`config.mk`:
```
export PLATFORM = sky130hd
export DESIGN_NAME = pir_axil_master
export DESIGN_NICKNAME = d
export VERILOG_FILES = /design/src/rtl/pir_axil_master.sv
export SDC_FILE = /design/constraint.sdc
export NUM_CORES = 1
export LEC_CHECK = 0
export BUFFER_PORTS_ARGS = -buffer_cell sky130_fd_sc_hd__buf_4
export CORE_MARGIN = 3
export CORE_UTILIZATION = 41
export DETAILED_ROUTE_END_ITERATION = 6
export GPL_TIMING_DRIVEN = 0
export PLACE_DENSITY = 0.86
export SLEW_MARGIN = 20
export SYNTH_ARGS = -nofsm -noshare
export SYNTH_HDL_FRONTEND = slang
export SYNTH_SLANG_ARGS = --single-unit
```
`constraint.sdc`:
```
create_clock -name M_AXI_ACLK -period 2.1 [get_ports M_AXI_ACLK]
set_input_delay 0.21 -clock M_AXI_ACLK [delete_from_list [all_inputs] [get_ports M_AXI_ACLK]]
set_output_delay 0.21 -clock M_AXI_ACLK [all_outputs]
set_load 0.05 [all_outputs]
```
`src/rtl/pir_axil_master.sv`:
```
// Single-outstanding AXI4-Lite master driven by a simple command/response handshake.
// Optional abort-on-timeout logic is compiled in with `define PIR_AXIL_MASTER_TIMEOUT_EN.
module pir_axil_master #(
    parameter int unsigned C_M_AXI_ADDR_WIDTH = 4,
    parameter int unsigned C_M_AXI_DATA_WIDTH = 32,
    parameter int unsigned C_TIMEOUT_CYCLES   = 255
) (
    input  logic                              M_AXI_ACLK,
    input  logic                              M_AXI_ARESET,
    // user command
    input  logic                              cmd_valid,
    output logic                              cmd_ready,
    input  logic                              cmd_write,
    input  logic [C_M_AXI_ADDR_WIDTH-1:0]     cmd_addr,
    input  logic [C_M_AXI_DATA_WIDTH-1:0]     cmd_wdata,
    input  logic [C_M_AXI_DATA_WIDTH/8-1:0]   cmd_wstrb,
    // user response
    output logic                              rsp_valid,
    input  logic                              rsp_ready,
    output logic [C_M_AXI_DATA_WIDTH-1:0]     rsp_rdata,
    output logic [1:0]                        rsp_resp,
    output logic                              rsp_timeout,
    output logic                              busy,
    // AXI4-Lite master
    output logic [C_M_AXI_ADDR_WIDTH-1:0]     M_AXI_AWADDR,
    output logic [2:0]                        M_AXI_AWPROT,
    output logic                              M_AXI_AWVALID,
    input  logic                              M_AXI_AWREADY,
    output logic [C_M_AXI_DATA_WIDTH-1:0]     M_AXI_WDATA,
    output logic [C_M_AXI_DATA_WIDTH/8-1:0]   M_AXI_WSTRB,
    output logic                              M_AXI_WVALID,
    input  logic                              M_AXI_WREADY,
    input  logic [1:0]                        M_AXI_BRESP,
    input  logic                              M_AXI_BVALID,
    output logic                              M_AXI_BREADY,
    output logic [C_M_AXI_ADDR_WIDTH-1:0]     M_AXI_ARADDR,
    output logic [2:0]                        M_AXI_ARPROT,
    output logic                              M_AXI_ARVALID,
    input  logic                              M_AXI_ARREADY,
    input  logic [C_M_AXI_DATA_WIDTH-1:0]     M_AXI_RDATA,
    input  logic [1:0]                        M_AXI_RRESP,
    input  logic                              M_AXI_RVALID,
    output logic                              M_AXI_RREADY
);

    typedef enum logic [2:0] {IDLE, WR_REQ, WR_RESP, RD_REQ, RD_DATA, RESP} state_t;

    if (C_TIMEOUT_CYCLES == 0) begin : g_bad_timeout
        $error("C_TIMEOUT_CYCLES must be at least 1");
    end

    state_t                            state_q, state_d;
    logic                              aw_pend_q, aw_pend_d;
    logic                              w_pend_q, w_pend_d;
    logic [C_M_AXI_ADDR_WIDTH-1:0]     addr_q, addr_d;
    logic [C_M_AXI_DATA_WIDTH-1:0]     wdata_q, wdata_d;
    logic [C_M_AXI_DATA_WIDTH/8-1:0]   wstrb_q, wstrb_d;
    logic [C_M_AXI_DATA_WIDTH-1:0]     rdata_q, rdata_d;
    logic [1:0]                        resp_q, resp_d;
    logic                              tmo_q, tmo_d;
    logic                              tmo_hit;

`ifdef PIR_AXIL_MASTER_TIMEOUT_EN
    localparam int unsigned CNT_W = (C_TIMEOUT_CYCLES > 1) ? $clog2(C_TIMEOUT_CYCLES) : 1;

    logic [CNT_W-1:0] cnt_q, cnt_d;
    logic             active;

    assign active  = (state_q == WR_REQ) || (state_q == WR_RESP) ||
                     (state_q == RD_REQ) || (state_q == RD_DATA);
    // cnt_q counts bus cycles already spent, so the abort lands after exactly C_TIMEOUT_CYCLES
    assign tmo_hit = active && (cnt_q == CNT_W'(C_TIMEOUT_CYCLES - 1));

    always_comb begin
        cnt_d = cnt_q;
        if (state_q == IDLE && cmd_valid) begin
            cnt_d = '0;
        end else if (active) begin
            cnt_d = cnt_q + CNT_W'(1);
        end
    end

    always_ff @(posedge M_AXI_ACLK or posedge M_AXI_ARESET) begin
        if (M_AXI_ARESET) begin
            cnt_q <= '0;
        end else begin
            cnt_q <= cnt_d;
        end
    end
`else
    assign tmo_hit = 1'b0;
`endif

    always_comb begin
        state_d   = state_q;
        aw_pend_d = aw_pend_q;
        w_pend_d  = w_pend_q;
        addr_d    = addr_q;
        wdata_d   = wdata_q;
        wstrb_d   = wstrb_q;
        rdata_d   = rdata_q;
        resp_d    = resp_q;
        tmo_d     = tmo_q;
        unique case (state_q)
            IDLE: begin
                if (cmd_valid) begin
                    addr_d  = cmd_addr;
                    wdata_d = cmd_wdata;
                    wstrb_d = cmd_wstrb;
                    rdata_d = '0;
                    resp_d  = 2'b00;
                    tmo_d   = 1'b0;
                    if (cmd_write) begin
                        state_d   = WR_REQ;
                        aw_pend_d = 1'b1;
                        w_pend_d  = 1'b1;
                    end else begin
                        state_d = RD_REQ;
                    end
                end
            end
            WR_REQ: begin
                if (M_AXI_AWREADY) aw_pend_d = 1'b0;
                if (M_AXI_WREADY)  w_pend_d  = 1'b0;
                // both channels may finish in the same cycle or on different ones
                if ((!aw_pend_q || M_AXI_AWREADY) && (!w_pend_q || M_AXI_WREADY)) begin
                    state_d = WR_RESP;
                end
            end
            WR_RESP: begin
                if (M_AXI_BVALID) begin
                    resp_d  = M_AXI_BRESP;
                    state_d = RESP;
                end
            end
            RD_REQ: begin
                if (M_AXI_ARREADY) state_d = RD_DATA;
            end
            RD_DATA: begin
                if (M_AXI_RVALID) begin
                    rdata_d = M_AXI_RDATA;
                    resp_d  = M_AXI_RRESP;
                    state_d = RESP;
                end
            end
            RESP: begin
                if (rsp_ready) state_d = IDLE;
            end
            default: state_d = IDLE;
        endcase

        if (tmo_hit) begin
            state_d   = RESP;
            aw_pend_d = 1'b0;
            w_pend_d  = 1'b0;
            rdata_d   = '0;
            resp_d    = 2'b10;
            tmo_d     = 1'b1;
        end
    end

    always_ff @(posedge M_AXI_ACLK or posedge M_AXI_ARESET) begin
        if (M_AXI_ARESET) begin
            state_q   <= IDLE;
            aw_pend_q <= 1'b0;
            w_pend_q  <= 1'b0;
            addr_q    <= '0;
            wdata_q   <= '0;
            wstrb_q   <= '0;
            rdata_q   <= '0;
            resp_q    <= 2'b00;
            tmo_q     <= 1'b0;
        end else begin
            state_q   <= state_d;
            aw_pend_q <= aw_pend_d;
            w_pend_q  <= w_pend_d;
            addr_q    <= addr_d;
            wdata_q   <= wdata_d;
            wstrb_q   <= wstrb_d;
            rdata_q   <= rdata_d;
            resp_q    <= resp_d;
            tmo_q     <= tmo_d;
        end
    end

    // every VALID/READY is a pure function of registered state
    assign cmd_ready     = (state_q == IDLE);
    assign busy          = (state_q != IDLE);
    assign rsp_valid     = (state_q == RESP);
    assign rsp_rdata     = rdata_q;
    assign rsp_resp      = resp_q;
    assign rsp_timeout   = tmo_q;

    assign M_AXI_AWADDR  = addr_q;
    assign M_AXI_AWPROT  = 3'b000;
    assign M_AXI_AWVALID = aw_pend_q;
    assign M_AXI_WDATA   = wdata_q;
    assign M_AXI_WSTRB   = wstrb_q;
    assign M_AXI_WVALID  = w_pend_q;
    assign M_AXI_BREADY  = (state_q == WR_RESP);
    assign M_AXI_ARADDR  = addr_q;
    assign M_AXI_ARPROT  = 3'b000;
    assign M_AXI_ARVALID = (state_q == RD_REQ);
    assign M_AXI_RREADY  = (state_q == RD_DATA);

endmodule

```
# After elaboration in Yosys (flattened, before gate mapping)
# Cells that the tools add are included.
# word_totals
register_bits	79
mem_bits_rw	0
inputBits	86
mem_count	0
output_inout_bits	93
latchBits	0
romBits	0
# op_classes
bitwise	0
addsub	0
div_mod_pow	0
eq_ne	14
order_cmp	0
n_reduce_logical	16
muxes	21
shifts	0
multipliers	0
# op_table
op	count
2-to-1 mux 32 bit	2
one-hot mux 32 bit (2 select lines)	1
2-to-1 mux 3 bit	6
one-hot mux 3 bit (6 select lines)	1
inequality test 2 bit (second input constant)	6
AND reduction 4 bit	3
2-to-1 mux 2 bit	4
equality test 3 x 2 -> 1 bit (second input constant)	2
equality test 3 bit (second input constant)	2
inequality test 2 x 1 -> 1 bit (second input constant)	3
one-hot mux 2 bit (3 select lines)	1
AND reduction 6 bit	1
nonzero test 3 bit	2
2-to-1 mux 1 bit	4
one-hot mux 1 bit (2 select lines)	2
nonzero test 2 bit	2
equality test 3 x 1 -> 1 bit (second input constant)	1
logical NOT 3 bit	1
AND reduction 3 bit	1
logical NOT 1 bit	2
logical OR 1 bit	2
AND reduction 2 bit	1
logical AND 1 bit	1

# Logic depth before layout (Yosys ltp)
# Gate-level depths: netlist of run 1.
# depth
ltp_word	5
depth_mapped	6
depth_no_buf	3

# Least setup slack after synthesis of run 1
# Ideal clock, no wire load.
# synth_timing
path_kind	register to register
from	register state_q[1]
to	register addr_q[3] (netlist: M_AXI_ARADDR[3])
path_slack_ns	0.182
setup_time_ns	0.125
t_arrival_ns	1.793
t_required_ns	1.975
synth_period_minus_slack_ns	1.918
stages_incl_launch_ff	7
path_cell_list	dfrtp_1 buf_6 nor3_4 and2_4 buf_12 buf_12 mux2_4
# synth_via
elab_chain_cells	2
# synth_lines
element	line	text
start, declared	52	state_t state_q, state_d;
start signal, assigned	174	state_q <= state_d;
logical NOT 3 bit	--	
via cmd_ready	12	output logic cmd_ready,
AND reduction 2 bit (no line)	--	
end signal, assigned	177	addr_q <= addr_d;
end, declared	55	logic [C_M_AXI_ADDR_WIDTH-1:0] addr_q, addr_d;
# The timed path passes the listed nets, and every way through them passes these cells.
# A chain may end at the register's enable or synchronous reset.

# Final worst setup path of run 1
# layout_timing
from	register state_q[2]
to	output port rsp_valid
# layout_via
elab_chain_cells	1
# layout_lines
element	line	text
equality test 3 bit	189	assign rsp_valid = (state_q == RESP);
end, declared	18	output logic rsp_valid,
# Every way passes these cells.

==> results of run 1 <==
## worst register-to-register path, delay by kind of cell, from the launching register on
kind	cells	cell delay [ns]
AO/OA/AOI/OAI	1	0.14
flip-flops	1	0.44
buffers and inverters	2	0.59
AND/OR/NAND/NOR	1	0.39
## logic make-up after synthesis
| kind of cell | Yosys count | synth area share |
|---|---|---|
| other | 1 | 0.00104 |
| DFF | 79 | 0.549 |
| buffers and inverters | 67 | 0.108 |
| and+or+nand+nor | 53 | 0.0921 |
| muxes | 44 | 0.177 |
| AOI/OAI and AO/OA | 44 | 0.0730 |
## Yosys cell counts
| master | instances |
|---|---|
| a211o_1 | 1 |
| a21boi_0 | 1 |
| a21o_1 | 1 |
| a22o_1 | 4 |
| a32oi_1 | 1 |
| and2_1 | 3 |
| and2_4 | 1 |
| buf_1 | 3 |
| buf_12 | 5 |
| buf_2 | 5 |
| buf_4 | 11 |
| buf_6 | 1 |
| clkbuf_1 | 7 |
| conb_1 | 1 |
| dfrtp_1 | 79 |
| inv_1 | 35 |
| mux2_2 | 4 |
| mux2_4 | 38 |
| mux2i_1 | 2 |
| nand2_1 | 3 |
| nand2b_1 | 4 |
| nand3_1 | 2 |
| nand4_1 | 32 |
| nor2_1 | 3 |
| nor2b_1 | 2 |
| nor3_2 | 1 |
| nor3_4 | 1 |
| nor3b_1 | 1 |
| o21ai_0 | 34 |
| o2bb2ai_1 | 1 |
| o32ai_2 | 1 |
## per-stage QoR
stage,area [um^2],cells
floorplan,3620,294
global placement,5030,569
detailed placement,5070,571
CTS,5300,587
global route,5310,587
finish,5310,587
## sequential cells by signal, summed over array words and instances, names as in the netlist
register and flops:
M_AXI_AWVALID 1, M_AXI_WDATA 32, rsp_rdata 32, M_AXI_ARADDR 4
M_AXI_WSTRB 4, M_AXI_WVALID 1, state_q 3, rsp_resp 2
## worst paths after layout
check | start | to | slack (ns) | depth (start not counted)
max | state_q[2] | rsp_valid | 0.15 | 4
min | cmd_wdata[31] | M_AXI_WDATA[31] | 0.09 | 2
max reg2reg | state_q[0] | rsp_rdata[2] | 0.39 | 4
min reg2reg | M_AXI_WDATA[12] | M_AXI_WDATA[12] | 0.52 | 1
max in group asynchronous | M_AXI_ARESET | rsp_rdata[6] | 1.08 | 4
min in group asynchronous | M_AXI_ARESET | rsp_rdata[27] | 0.49 | 3
## final cells by class
| type | instances | share of cell area |
|---|---|---|
| Sequential cell | 79 | 0.373 |
| Timing Repair Buffer | 173 | 0.250 |
| Inverter | 35 | 0.0255 |
| Clock buffer | 10 | 0.0241 |
| Buffer | 32 | 0.0491 |
| Tap cell | 105 | 0.0248 |
| Multi-Input combinational cell | 148 | 0.238 |
| Clock inverter | 5 | 0.0158 |
## what timing repair did
action                     4_1_cts  5_1_grt
hold buffers                     1        0
setup endpoints to repair        1        1
hold endpoints to repair        22        0
resized for setup                2        2
## layer usage
metal	global-route usage	share of wire	up-vias
met3	0.0421	0.065	17
met2	0.351	0.52	122
li1	-	-	1355
met4	0.0525	0.013	0
met1	0.237	0.40	1393
met5	0	0	-
==> impl_results.md, run 1 <==
* Final setup margin at 0.150 ns
* Sequential fraction of the synthesis area at 0.549
* Upper clock frequency limit at roughly 0.51 GHz
* Worst Tran Pin Value at 0.576 ns
* CTS root buf: clkbuf_8
* H-tree depth at 3
* Family with the most delay on the worst path: simple AND/OR/NAND/NOR gates
* Syn Std Cell Area at around 3600 um^2
* Global route overflow at 0
* Clk_skew at 0.00896 ns
* Nets@finish at about 560
* Final hold violation count at 0
* Synthesized flop and latch total at ~80
* Die Ht at 99.7 um
* Post-Route Hold Slack at a little over 0.09 ns
* Reg area at just under 2000 um^2
* CTS Buf Count at 9
* Largest net degree at the start of global routing at 32
* GRT Overall Usage at 0.196
* Final core utilization at 0.633
* Tmin final at 1.95 ns
* Initial DRC count at 102
* First-pass GRT wire length at 15.4 mm
* Max-Cap Viols at 0
* Startpoint Class: register
* Outcome: finished, final reports clean
* Final ANT Viol Nets at 0
* Worst path bufs/invs at 2
* Die extent in x at 99.7 um
* Final wirelength at between 9 and 10 mm
* Cells after synthesis at 288
* Setup Fix Bufs, Post-CTS at 0
* Synth area leaders: dfrtp_1, mux2_4, nand4_1, o21ai_0, inv_1
* Most common cell after layout, fill and taps aside: buf_4
* Row count at 33
* CP max-delay cell: dfrtp_1
* Syn avg cell area at roughly 12 um^2
* Setup-failing EPs final at 0
* CP cell instances: buf_2 > nor2b_1 > and2_1 > buf_4
* Vias in the first global route at 3,074
* Average wire per standard cell at between 15 and 20 um
* Post-DR vias/cell at 4.92
* Critical Path AT at ~1.7 ns
* Pins Over Slew Limit at 0
* Highest-count cells in the layout ignoring fill and taps: buf_4, dfrtp_1, mux2_4
* Area growth, synth to finish at 47.4%
* CP Max Fanout at 10
* Clock Latency Late Sink at 0.34 ns
* Initial antenna violation count at 0
* Post-DP HPWL at around 7.3 mm
* Yosys top cell by area: dfrtp_1
* CP Data Required Time at ~1.9 ns
* Antenna diodes at 0
* Area of the multi-input gates at around 1300 um^2
* Clk buf depth at 2
* RSZ-0062 raised after global routing: false
* CP Capture Type: output pin
* Clock tree sinks at between 70 and 80
* IO Count at between 150 and 200
* DRC at 0
* RePlAce Congestion at 0.824
* CTS clock-pin slew for the worst setup and hold paths at 0.09 ns
* Final Cycle Share at 0.929
* CP peak stage delay at 0.44 ns
* Fill cells at ~660
* Synthesis Warnings at 0
* Final setup TNS at 0 ns
* Setup WS pre-CTS at between 0.2 and 0.3 ns
* Layout cells sized above 1 at 0.533
* Port-buffer cells at between 150 and 200
* Top-area cell type share of the netlist area at 0.549
* Initial Utilization at 0.429
* DRT Pass-1 Iters at 4
* Slew HR at 0.615
* Via count at ~2,900
* Die area at 9940 um^2
* Hold Crit Class: primary input to register
* Core area at 8380 um^2
* Distinct cells, synth at 31
* Critical path class: register to output pin
* CTS tree: done
Power of run 1 is not shown: default switching activity piles up to over one toggle a cycle in this logic, so the estimate is an artifact.
==> run 2: changes to the inputs <==
--- a/config.mk
+++ b/config.mk
@@ -6,8 +6,10 @@
 export NUM_CORES = 1
 export LEC_CHECK = 0
 export BUFFER_PORTS_ARGS = -buffer_cell sky130_fd_sc_hd__buf_4
+export CELL_PAD_IN_SITES_DETAIL_PLACEMENT = 1
+export CELL_PAD_IN_SITES_GLOBAL_PLACEMENT = 1
 export CORE_MARGIN = 3
-export CORE_UTILIZATION = 41
+export CORE_UTILIZATION = 31
 export DETAILED_ROUTE_END_ITERATION = 6
 export GPL_TIMING_DRIVEN = 0
 export PLACE_DENSITY = 0.86
==> run 2 against run 1 <==
Effect of this change:
- register-to-register slack better by 0.02 ns
- setup slack better by 0.0022 ns
- clock-buffer cell count is 2 higher
- global-route usage is 2.7 points lower
- fmax is 0.11% higher
- critical path type unchanged
- critical endpoint unchanged
- largest cell class unchanged
==> impl_results.md, run 2 (synthesized netlist as in run 1, its figures left out) <==
* Slew HR at 0.660
* CTS clock-pin slew for the worst setup and hold paths at around 0.06 ns
* Vias in the first global route at about 3,300
* Die extent in x at 114 um
* Terminating pin of the worst hold path: state_q[1]
* CTS root buf: clkbuf_16
* Initial Utilization at 0.325
* Highest-count cells in the layout ignoring fill and taps: buf_4, dfrtp_1, mux2_4
* Largest net degree at the start of global routing at 34
* Clk_skew at between 0.007 and 0.008 ns
* Final setup margin at around 0.15 ns
* Tmin final at around 1.9 ns
* Setup-failing EPs final at 0
* Via count at 2,908
* CP cell instances: buf_2 > nor2b_1 > and2_1 > buf_4
* CP max-delay cell: dfrtp_1
* Clock tree sinks at 79
* Initial antenna violation count at 0
* Peak supply drop at around 1100 uV
* Upper clock frequency limit at just over 0.5 GHz
* Port-buffer cells at 170
* DRT Pass-1 Iters at 4
* Worst path bufs/invs at 2
* CTS Buf Count at 9
* CP Capture Type: output pin
* Final wirelength at around 11 mm
* Core area at ~11,000 um^2
* Hold Crit Class: primary input to register
* Area growth, synth to finish at 51.5%
* Post-DP Area at ~5000 um^2
* Leak Pwr at 2.69 nW
* Pwr/cell area at around 2000 nW/um^2
* Average wire per standard cell at around 17 um
* Layout Cells excl Fill at just over 600
* Nets@finish at between 500 and 600
* CP Data Required Time at around 1.9 ns
* Die area at between 10,000 and 15,000 um^2
* GRT Overall Usage at 0.169
* Final instance area at ~5500 um^2
* H-tree depth at 3
* RSZ-0062 raised after global routing: false
* Family with the most delay on the worst path: simple AND/OR/NAND/NOR gates
* First-pass GRT wire length at roughly 17 mm
* Critical path class: register to output pin
* Outcome: finished, final reports clean
* Clock Latency Late Sink at roughly 0.33 ns
* Most common cell after layout, fill and taps aside: buf_4
* Final Cycle Share at 0.928
* DRC at 0
* Post-DP HPWL at 8.36 mm
* Reg-to-reg setup timing slack at around 0.41 ns
* CP peak stage delay at around 0.43 ns
* Worst hold start: cmd_write
* CP Max Fanout at 10
* Pins Over Slew Limit at 0
* IO Count at 179
* Row count at 38
* WHS Path Cells at 2
* Post-DR vias/cell at about 4.7
* Max-Cap Viols at 0
* Critical Path AT at 1.74 ns
* Post-Route Hold Slack at roughly 0.11 ns
* Final hold violation count at 0
* Worst Tran Pin Value at about 0.51 ns
* Worst r2r src: state_q[1]
* DP Cell Count at approximately 610
* Startpoint Class: register
* Antenna diodes at 0
* Layout cells sized above 1 at 0.531
* Global route overflow at 0
* Die Ht at around 110 um
* FF-to-FF End: M_AXI_WDATA[31]
* Initial DRC count at between 100 and 150
* RePlAce Congestion at between 0.7 and 0.8
* Clk buf depth at 2
* Setup WS pre-CTS at between 0.2 and 0.3 ns
* Final ANT Viol Nets at 0
* CTS tree: done
* Final setup TNS at 0 ns
* Register-to-Register Path Depth at 6
## run 2: changes by cell type in the layout (fill, tap and decap cells not counted), sizes merged
cell	change
clkinvlp	-1
buf	-1
clkbuf	+3
clkinv	-1
## run 2: per-layer routing
layer  up-vias  track usage  part of all wire
li1       1348            -                 -
met1      1436        0.198              0.39
met2       111        0.307              0.53
met3        13       0.0371             0.064
met4         0       0.0513             0.013
met5         -            0                 0
## run 2: repair_timing
action	in CTS	in global routing
buffers inserted	0	0
endpoints found under the setup margin	1	1
gates resized for setup	1	3
hold buffers	1	0
endpoints found under the hold margin	14	0
## run 2: worst register-to-register path: stages, from the launching register on
cell	delay (ns)
dfrtp_1	0.37
buf_6	0.15
nor3_4	0.26
and2_4	0.20
buf_12	0.13
buf_12	0.15
mux2_4	0.31
## run 2: worst max-delay path by stage
stage	start	endpoint	slack, ns	cells past startpoint
CTS	state_q[0]	M_AXI_RREADY	0.02	5
floorplan	state_q[1]	M_AXI_ARADDR[3]	0.18	6
finish	state_q[2]	rsp_valid	0.15	4
global placement	state_q[0]	M_AXI_RREADY	0.26	5
detailed placement	state_q[0]	M_AXI_RREADY	0.26	5
global route	state_q[2]	rsp_valid	0.007	4
## run 2: report_power, final
part	total (W)	internal (W)	leakage, nW	switching [W]
combinational	0.00672	0.00234	1.55	0.00438
sequential	0.00276	0.00229	0.992	0.000472
clock	0.00165	0.00107	0.149	0.000584
## run 2: metrics by stage
step / util / power (W)
after floorplan: - / 0.00746
after global placement: 0.458 / 0.00933
after detailed placement: 0.462 / 0.00952
after CTS: 0.491 / 0.0112
after global routing: 0.492 / 0.0117
final: 0.492 / 0.0111
## run 2: area by class of cell
| type | instances | area (um^2) |
|---|---|---|
| inverters | 35 | 135 |
| clock inverters | 3 | 67.6 |
| multi-input cells | 148 | 1260 |
| clock buffers | 12 | 246 |
| repair buffers | 173 | 1330 |
| fillers | 1203 | 5630 |
| flip-flops and latches | 79 | 1980 |
| well taps | 140 | 175 |
| plain buffers | 32 | 260 |
No activity file was read; power rests on OpenSTA's default activity.
==> run 3: changes to the inputs <==
==> config.mk (replaced) <==
export PLATFORM = sky130hd
export DESIGN_NAME = pir_axil_master
export DESIGN_NICKNAME = d
export VERILOG_FILES = /design/src/rtl/pir_axil_master.sv
export SDC_FILE = /design/constraint.sdc
export NUM_CORES = 1
export LEC_CHECK = 0
export BUFFER_PORTS_ARGS = -buffer_cell sky130_fd_sc_hd__buf_4
export CORE_MARGIN = 5
export CORE_UTILIZATION = 41
export DETAILED_ROUTE_END_ITERATION = 6
export GPL_TIMING_DRIVEN = 0
export PLACE_DENSITY = 0.86
export SYNTH_ARGS = -nofsm -noshare
export SYNTH_HDL_FRONTEND = slang
export SYNTH_SLANG_ARGS = --single-unit
==> run 3 against run 2 <==
Effect of this change:
- via count fell by 1.3%
- non-clock buffer count fell by 2
- die area fell by 17%
- cell area fell by 3.1%
- routed wire length fell by 12%
- sequential share of layout area rose by 1.2 points
- setup slack got worse by 0.045 ns
- critical path depth rose by 1
- hold slack got worse by 0.082 ns
- utilization rose by 12 points
- final cell count fell by 5.3%
- global-route usage rose by 0.61 points
==> impl_results.md, run 3 (synthesized netlist as in run 1, its figures left out) <==
* RSZ-0062 raised after global routing: false
* Worst Tran Pin Value at roughly 0.84 ns
* Setup Fix Bufs, Post-CTS at 0
* Die Ht at between 100 and 150 um
* Reg-to-reg setup timing slack at between 0.4 and 0.5 ns
* Fill cells at a little under 700
* Setup-failing EPs final at 0
* Initial DRC count at 72
* Layout cells sized above 1 at 0.536
* RePlAce Congestion at slightly above 0.8
* Post-DR vias/cell at 4.87
* Clk buf depth at 2
* Area of the multi-input gates at roughly 1300 um^2
* Upper clock frequency limit at roughly 0.50 GHz
* Outcome: finished, final reports clean
* H-tree depth at 3
* Global route overflow at 0
* # resized after CTS at 1
* Max-Cap Viols at 0
* Final ANT Viol Nets at 0
* First-pass GRT wire length at about 16 mm
* DRT Pass-1 Iters at 4
* FF-to-FF End: M_AXI_WDATA[17]
* Hold Buf Count CTS at 0
* Clock tree sinks at 79
* Core area at 8640 um^2
* Initial Utilization at 0.417
* Die extent in x at 104 um
* CTS Buf Count at 9
* IO Count at around 180
* Worst r2r src: state_q[1]
* Final Cycle Share at 0.949
* Critical path class: register to output pin
* Hold Crit Class: primary input to asynchronous set/reset pin
* CP Data Required Time at 1.89 ns
* Register-to-Register Path Depth at 6
* Critical Path AT at around 1.8 ns
* CP startpoint: state_q[0]
* Final setup TNS at 0 ns
* Average wire per standard cell at roughly 16 um
* Reg area at slightly below 2000 um^2
* Via count at between 2,000 and 3,000
* Pins Over Slew Limit at 0
* Clk_skew at about 0.016 ns
* Highest-count cells in the layout ignoring fill and taps: buf_4, dfrtp_1, mux2_4
* Nets@finish at 562
* Largest net degree at the start of global routing at between 40 and 50
* Final wirelength at about 9.5 mm
* Die area at 10,800 um^2
* Port-buffer cells at 170
* Vias in the first global route at 3,074
* Startpoint Class: register
* Row count at 34
* CP Capture Type: output pin
* Final hold violation count at 0
* CTS clock-pin slew for the worst setup and hold paths at about 0.09 ns
* Slew HR at 0.441
* DRC at 0
* CTS tree: done
* GRT Overall Usage at 0.175
* CTS root buf: clkbuf_8
* Most common cell after layout, fill and taps aside: buf_4
* Post-DP HPWL at slightly above 7 mm
* Clock Latency Late Sink at between 0.3 and 0.4 ns
* CP Max Fanout at 10
* Worst setup endpoint: M_AXI_RREADY
* Tmin final at 1.99 ns
* Antenna diodes at 0
* Initial antenna violation count at 0
* Area growth, synth to finish at 46.8%
==> run 3: per-stage QoR <==
stage                     utilization  cells  hold WS [ns]  cell area (um^2)  setup slack (ns)
after floorplan                     -    294         0.317              3620             0.182
after global placement          0.583    572         0.434              5040             0.262
after detailed placement        0.585    573         0.412              5060             0.291
after CTS                       0.611    589        0.0256              5280           0.00978
after global routing            0.612    589        0.0700              5280            0.0111
final                           0.612    589        0.0243              5280             0.107
==> run 3: worst min path at each step <==
stage            startpoint              end  slack (ns)  depth (start not counted)
2_1_floorplan     cmd_write       state_q[1]        0.32                          1
3_3_place_gp      cmd_write       state_q[1]        0.43                          2
3_5_place_dp   M_AXI_ARESET  M_AXI_ARADDR[2]        0.41                          2
4_1_cts        M_AXI_ARESET  M_AXI_WDATA[28]        0.03                          2
5_1_grt        M_AXI_ARESET  M_AXI_WDATA[26]        0.07                          2
6_report       M_AXI_ARESET  M_AXI_WDATA[28]        0.02                          2
==> run 3: cell type report <==
cell class / instances / area share
Sequential cell: 79 / 0.374
Timing Repair Buffer: 171 / 0.245
Clock inverter: 5 / 0.0123
Inverter: 35 / 0.0256
Buffer: 32 / 0.0488
Multi-Input combinational cell: 148 / 0.239
Clock buffer: 11 / 0.0287
Tap cell: 108 / 0.0256
==> run 3: metal layers <==
layer	global-route usage	routed length, um
met1	0.214	3820
met4	0.0592	154
met3	0.0510	680
met5	0	0
met2	0.295	4870
==> run 3: worst max-delay path: stages, from the launching register on <==
cell	delay, ns
dfrtp_1	0.44
buf_2	0.22
nor2_4	0.19
buf_2	0.24
and2_1	0.16
buf_4	0.19
Power of run 3 is left out for the same reason.
